[src/rtl/cpu_types_pkg.sv]
// Shared CPU types: machine word, jump field width, PC source encoding
// and the fetch sequencer state.
package cpu_types_pkg;

    localparam int unsigned WORD_W        = 32;
    localparam int unsigned ADDR_W        = 26;
    localparam int unsigned PC_STEP_BYTES = 4;

    typedef logic [WORD_W-1:0] word_t;
    typedef logic [ADDR_W-1:0] jaddr_t;

    // Values match the redir_src encoding of the branch-resolution logic.
    typedef enum logic [1:0] {
        PC_SEQ = 2'b00,
        PC_BR  = 2'b01,
        PC_J   = 2'b10,
        PC_JR  = 2'b11
    } pc_src_t;

    typedef enum logic {
        RUN    = 1'b0,
        HALTED = 1'b1
    } fseq_state_t;

    // A redirect with source PC_SEQ carries no target and is ignored.
    function automatic logic is_redirect(input logic valid, input logic [1:0] src);
        return valid && (pc_src_t'(src) != PC_SEQ);
    endfunction

endpackage

[src/rtl/pc_target_calc.sv]
// Combinational redirect-target calculation for branch, jump and JR.
module pc_target_calc
    import cpu_types_pkg::*;
(
    input  logic [1:0] i_src,
    input  word_t      i_base,
    input  word_t      i_imm16,
    input  jaddr_t     i_imm26,
    input  word_t      i_regval,
    output word_t      o_target
);

    word_t w_br_target;
    word_t w_j_target;

    // Branch offsets are in words; the adder wraps modulo 2^32.
    assign w_br_target = i_base + {i_imm16[WORD_W-3:0], 2'b00};
    assign w_j_target  = {i_base[WORD_W-1:WORD_W-4], i_imm26, 2'b00};

    // NOTE: assign o_target before the case so no path leaves it unassigned,
    // otherwise synthesis infers a latch.
    always_comb begin
        o_target = i_base;
        unique case (pc_src_t'(i_src))
            PC_BR:   o_target = w_br_target;
            PC_J:    o_target = w_j_target;
            PC_JR:   o_target = i_regval;
            default: o_target = i_base;
        endcase
    end

    logic w_unused;
    assign w_unused = ^i_imm16[WORD_W-1:WORD_W-2];

endmodule

[src/rtl/pc_fetch_sequencer.sv]
// Fetch-stage controller: owns the PC, holds the imem address across wait
// states, defers mid-request redirects, and handles stall, flush and halt.
module pc_fetch_sequencer
    import cpu_types_pkg::*;
#(
    parameter word_t       RESET_PC = 32'h0000_0000,
    parameter int unsigned PC_STEP  = PC_STEP_BYTES
) (
    input  logic       CLK,
    input  logic       RST,
    input  logic       ihit,
    input  logic       stall,
    input  logic       redir_valid,
    input  logic [1:0] redir_src,
    input  word_t      redir_base,
    input  word_t      imm16,
    input  jaddr_t     imm26,
    input  word_t      regval,
    input  logic       halt,
    output logic       iREN,
    output word_t      imemaddr,
    output logic       fetch_valid,
    output logic       flush,
    output logic       halted
);

    fseq_state_t r_state;
    word_t       r_pc;
    logic        r_pend_valid;
    word_t       r_pend_pc;

    word_t       w_target;
    logic        w_redir;
    logic        w_run;

    pc_target_calc u_target (
        .i_src    (redir_src),
        .i_base   (redir_base),
        .i_imm16  (imm16),
        .i_imm26  (imm26),
        .i_regval (regval),
        .o_target (w_target)
    );

    assign w_run   = (r_state == RUN);
    assign w_redir = is_redirect(redir_valid, redir_src);

    // The PC only moves on an ihit edge, so imemaddr is stable while a
    // request is outstanding; redirects without ihit park in r_pend_pc.
    // NOTE: all state below uses non-blocking assignments so every register
    // samples the pre-edge values, independent of statement order.
    always_ff @(posedge CLK) begin
        if (RST) begin
            r_state      <= RUN;
            r_pc         <= RESET_PC;
            r_pend_valid <= 1'b0;
            r_pend_pc    <= RESET_PC;
        end else if (r_state == RUN) begin
            if (halt) begin
                r_state      <= HALTED;
                r_pend_valid <= 1'b0;
            end else if (w_redir) begin
                if (ihit) begin
                    r_pc         <= w_target;
                    r_pend_valid <= 1'b0;
                end else begin
                    r_pend_pc    <= w_target;
                    r_pend_valid <= 1'b1;
                end
            end else if (ihit) begin
                if (r_pend_valid) begin
                    r_pc         <= r_pend_pc;
                    r_pend_valid <= 1'b0;
                end else if (!stall) begin
                    r_pc <= r_pc + word_t'(PC_STEP);
                end
            end
        end
    end

    assign iREN        = w_run;
    assign halted      = !w_run;
    assign imemaddr    = r_pc;
    assign flush       = w_run && (w_redir || halt);
    assign fetch_valid = w_run && ihit && !stall && !w_redir && !r_pend_valid && !halt;

endmodule

[config.mk]
export PLATFORM = sky130hd
export DESIGN_NAME = pc_fetch_sequencer
export DESIGN_NICKNAME = d
export VERILOG_FILES = /design/src/rtl/cpu_types_pkg.sv /design/src/rtl/pc_target_calc.sv /design/src/rtl/pc_fetch_sequencer.sv
export SDC_FILE = /design/constraint.sdc
export NUM_CORES = 1
export LEC_CHECK = 0
export CELL_PAD_IN_SITES_DETAIL_PLACEMENT = 0
export CELL_PAD_IN_SITES_GLOBAL_PLACEMENT = 1
export CORE_ASPECT_RATIO = 2
export CORE_MARGIN = 10
export CORE_UTILIZATION = 34
export CTS_CLUSTER_DIAMETER = 30
export DETAILED_ROUTE_END_ITERATION = 7
export MAX_ROUTING_LAYER = met4
export PLACE_DENSITY = 0.93
export SETUP_SLACK_MARGIN = 0.05
export SLEW_MARGIN = 30
export SYNTH_ARGS = -nofsm -noshare
export SYNTH_HDL_FRONTEND = slang
export SYNTH_SLANG_ARGS = --single-unit
[constraint.sdc]
create_clock -name CLK -period 3.8 [get_ports CLK]
set_input_delay 0.76 -clock CLK [delete_from_list [all_inputs] [get_ports CLK]]
set_output_delay 0.76 -clock CLK [all_outputs]
set_load 0.01 [all_outputs]
# Yosys cells after proc, flatten, opt, wreduce, memory -nomap -nowiden
# Cells that the tools add are included.
# Widths: inputs -> output; s select.
[totals] romBits=0 mem_bits_rw=0 mem_count=0 elab_cells=42 output_inout_bits=36 inputBits=130 reg_bits=66 latch_bits=0
[op_classes] n_mux=12 n_shift=0 eq_ne=4 multipliers=0 n_reduce_logical=17 n_addsub=2 n_bitwise=3 div=0 order_cmp=0
[ops] operator="$mux 32" count=5
[ops] operator="$pmux 32 s3" count=1
[ops] operator="$add 32x3->32 const B" count=1
[ops] operator="$add 32x32->32" count=1
[ops] operator="$reduce_and 4->1" count=2
[ops] operator="$logic_and 1x1->1" count=7
[ops] operator="$mux 1" count=6
[ops] operator="$eq 2x2->1 const B" count=2
[ops] operator="$logic_not 1->1" count=4
[ops] operator="$ne 3x1->1 const B" count=1
[ops] operator="$not 1->1" count=3
[ops] operator="$reduce_bool 3->1" count=1
[ops] operator="$eq 2x1->1 const B" count=1
[ops] operator="$reduce_and 2->1" count=1
[ops] operator="$reduce_bool 2->1" count=1
[ops] operator="$logic_or 1x1->1" count=1

# Depth between registers and ports, before layout
[depth] word_depth=6 mapped_depth=13 depth_no_buf=13

# Modules after synthesis
# Synthesis repeated with hierarchy kept, for this count alone.
[unflattened] cells_unflattened=747 area_unflattened_um2=5935.7
[modules_own_cells] mod="pc_fetch_sequencer" area_per_inst_um2=3717.3 cells_each=505 instances=1 seq_area_each_um2=1321.3
[modules_own_cells] mod="pc_target_calc" area_per_inst_um2=2218.4 cells_each=242 instances=1 seq_area_each_um2=0.0

# Least setup slack after synthesis
# No wires, ideal clock.
[synth_path] kind="input to register" from="input port redir_base[8]" to="register r_pc[25], in the netlist imemaddr[25]" setup_time_ns=0.076 slack_ns=0.800 path_buffers=1 arrival_time_ns=2.924 cell_stages=12 path_cell_list="ha_1 buf_2 a21oi_1 o21ai_1 a21o_1 a221oi_2 nor2_1 a21oi_1 xnor2_1 nand2_1 a311o_1 o22ai_1"
[synth_between] elab_chain_len=4
[synth_lines] item="start, declared" line="pc_fetch_sequencer.sv:15" text="input word_t redir_base,"
[synth_lines] item="$add 32x32->32" line="pc_target_calc.sv:17" text="assign w_br_target = i_base + {i_imm16[WORD_W-3:0], 2'b00};"
[synth_lines] item="$pmux 32 s3" line="pc_target_calc.sv:24" text="unique case (pc_src_t'(i_src))"
[synth_lines] item="$mux 32" line="pc_fetch_sequencer.sv:63" text="if (ihit) begin"
[synth_lines] item="$mux 32" line="pc_fetch_sequencer.sv:62" text="end else if (w_redir) begin"
[synth_lines] item="end signal, assigned" line="pc_fetch_sequencer.sv:64" text="r_pc <= w_target;"
[synth_lines] item="end signal, assigned" line="pc_fetch_sequencer.sv:72" text="r_pc <= r_pend_pc;"
[synth_lines] item="end signal, assigned" line="pc_fetch_sequencer.sv:75" text="r_pc <= r_pc + word_t'(PC_STEP);"
[synth_lines] item="end, declared" line="pc_fetch_sequencer.sv:28" text="word_t r_pc;"
# Every way passes these cells. The select of a mux whose other input is x is not followed.
# A chain may end at the register's enable or synchronous reset.

# Final worst setup path
[layout_path] from="input port redir_base[10]" to="register r_pc[25], in the netlist imemaddr[25]"
# The elaborated chain is that of the path after synthesis.

==> flow_summary.ini <==
[status]
outcome = finished clean

[synthesis]
syn_inst = 801
ys_ff_latch = 66
synth_edf_count = 0
syn_avg_cell_area_um2 = 7.085
synth_warnings = 0
async_reset_ff_frac = 0
netlist_area_um2 = 5675
synth_top_cell_area_share = 0.2328
synth_nets = 962
yosysSeqAreaShare = 0.2328
yosys-top-cells-area = dfxtp_1 (23%), a21oi_1 (8.3%), ha_1 (6.6%)
yosysTopAreaCell = dfxtp_1
synthDistinctLibCells = 65
synth_flop_cell = dfxtp_1

[setup_path]
worstPathCellList = clkdlybuf4s50_1 -> ha_1 -> a21oi_1 -> o21ai_1 -> a21o_1 -> a221oi_2 -> nor2_1 -> a21oi_1 -> xnor2_1 -> nand2_1 -> a311o_1 -> o22ai_1
r2r_start = imemaddr[4]
critPathRequiredTime_ns = 4.05
crit_arrival_ns = 3.75
critPathMaxStageDelay_ns = 0.45
crit_start = redir_base[10]
worstSetupPathType = input pin to register
cpMostUsedCell = a21oi_1
reg2reg_depth = 9
crit_fanout = 5
endpoint_kind = register
cp-start-kind = input pin
reg2reg_slack_ns = 1.32
slowest_stage = clkdlybuf4s50_1
rr_endpoint = imemaddr[31]

[timing]
worst_slack_ns = 0.2996
setup_viol = 0
finalMaxSlewViolations = 0
fin_crit_ns = 3.500
hold_viol_final = 0
setup-tns-final_ns = 0
finalCritPeriodShare = 0.9212
max_freq_ghz = 0.2857
slew_headroom = 0.3687
rsz0062_at_grt = false
fin_skew_ns = 0.003660
tightest_slew_ns = 0.9469

[clocking]
cts_sinks = 66
cts-buffers-inserted = 9
cts.repair.resized = 0
max-clock-path-buffers = 2
root_buffer = clkbuf_16
cts_tree = done
clock_latency_ns = 0.34
post_cts_buffers = 0
clk_pin_slew_ns = 0.05
cts_hold_buf = 0
h-tree-depth = 3

[finish]
multi_input_area_um2 = 4094
ff_latch_area_um2 = 1323
fill_cells = 1678
nets = 1110
drive_above_1_share = 0.07023
design_area_um2 = 7893
layout_common_cells = clkdlybuf4s50_1 (161), nand2_1 (96), a21oi_1 (93), nor2_1 (92), dfxtp_1 (65)
final_common_cell = clkdlybuf4s50_1
finalNonFillerCells = 1159
areaGrowthSynthToFinish_pct = 39.07

[die]
fp-row-count = 66
io_pins = 166
initial_core_util = 0.3471
die_h_um = 202.7
core_um2 = 16350
die_w_um = 111.4
die-area_um2 = 22570

[min_path]
hold_path_startpoint = r_pend_pc[5]
hp-class = register to register
min_path_cells = 2
min_to = r_pend_pc[5]

[route]
drt_pass1_iterations = 5
wl_met3_um = 817
wl_met2_mm = 11.95
final_antenna_net_count = 0
vias_per_cell = 5.565
drc = 0
highest_layer = met4
vias = 6450
wl_met1_mm = 8.310
dr.first_iter.drc_count = 350
wl_per_cell_um = 18.91
routed_wl_mm = 21.91

[global_routing]
grt_pass1_vias = 6518
grt_overflow = 0
grt_pass1_wl_mm = 34.48
grt_usage = 0.1906
antenna_found_initial = 0
grt_max_degree = 55

[placed_design]
gp_congestion = 0.9380
place_area_um2 = 7575
placedCellCount = 1142
portBuffers = 163
place_hpwl_mm = 17.44
place_ws_ns = 0.03544

[power_and_ir_drop]
p_per_area_nw_per_um2 = 306.1
finalPower_mw = 2.416
p_leak_nw = 2.929
ir_drop_mv = 0.1536

[run]
maxCapViolCount = 0
[stage by stage]
stage / hold WS (ns) / util
floorplan: 0.4360 / -
global placement: 0.4422 / 0.4633
detailed placement: 0.4479 / 0.4633
CTS: 0.4561 / 0.4826
global route: 0.4773 / 0.4826
finish: 0.4540 / 0.4827
[worst max-delay path, delay by kind of cell]
kind / cells / cell delay, ns
xor gates and xnor gates: 1 / 0.17
and+or+nand+nor: 2 / 0.25
adders and majority gates: 1 / 0.39
AOI/OAI and AO/OA: 7 / 1.73
buffers and inverters: 1 / 0.45
[cell usage after synthesis, types with 3 or more instances]
master	n
and2_1	5
clkbuf_1	46
xor2_1	25
o21ai_0	59
and4_1	4
o21a_1	5
nand4_1	12
o22ai_1	15
inv_1	16
o21ai_1	11
buf_2	3
a22oi_1	5
xnor2_1	24
ha_1	30
a31oi_1	6
nor3_1	16
a311oi_1	5
a211oi_1	20
and3_1	9
a21oi_1	94
nor2_1	92
a21o_1	12
nand2_1	96
buf_1	6
a221oi_1	3
o211ai_1	16
nand3b_1	4
nand2b_1	6
mux2i_1	19
nand3_1	24
o21bai_1	3
nor2b_1	3
dfxtp_1	66
mux2_2	3
[per-layer routing]
| metal | track usage | vias up |
|---|---|---|
| met4 | 0.08856 | 0 |
| met2 | 0.3547 | 195 |
| met1 | 0.1904 | 3003 |
| li1 | - | 3206 |
| met5 | - | - |
| met3 | 0.02569 | 46 |
[cell families after synthesis]
logic type / count (synthesis) / share of synthesized area
multiplexers: 22 / 0.03946
adder cells (fa/ha/maj): 31 / 0.06967
AO/OA/AOI/OAI: 282 / 0.3128
AND/OR/NAND/NOR: 279 / 0.2213
flip-flops: 66 / 0.2328
XOR/XNOR: 49 / 0.07562
buffers and inverters: 72 / 0.04828
[layout make-up]
cell class,instances,area share
Antenna cell,1,0.0003171
Clock buffer,12,0.03377
Clock inverter,4,0.006183
Inverter,17,0.008085
Multi-Input combinational cell,663,0.5187
Sequential cell,66,0.1676
Tap cell,204,0.03234
Timing Repair Buffer,192,0.2330
[sequential cells by signal, summed over array words and instances, names as in the netlist]
name / flops
halted: 1
imemaddr: 32
r_pend_pc: 32
r_pend_valid: 1
[how the worst max path moves through the flow]
stage                   endpoint  cells after the start
floorplan           imemaddr[25]                     12
global placement    imemaddr[25]                     12
detailed placement  imemaddr[25]                     12
CTS                 imemaddr[28]                     15
global route        imemaddr[17]                     12
finish              imemaddr[25]                     12
[power by group]
part / internal (mW) / leakage, nW / switching (mW)
logic: 0.378 / 2.23 / 0.403
registers: 0.723 / 0.537 / 0.0353
clock network: 0.560 / 0.159 / 0.316
total: 1.66 / 2.93 / 0.755
No activity file was read; power rests on OpenSTA's default activity.
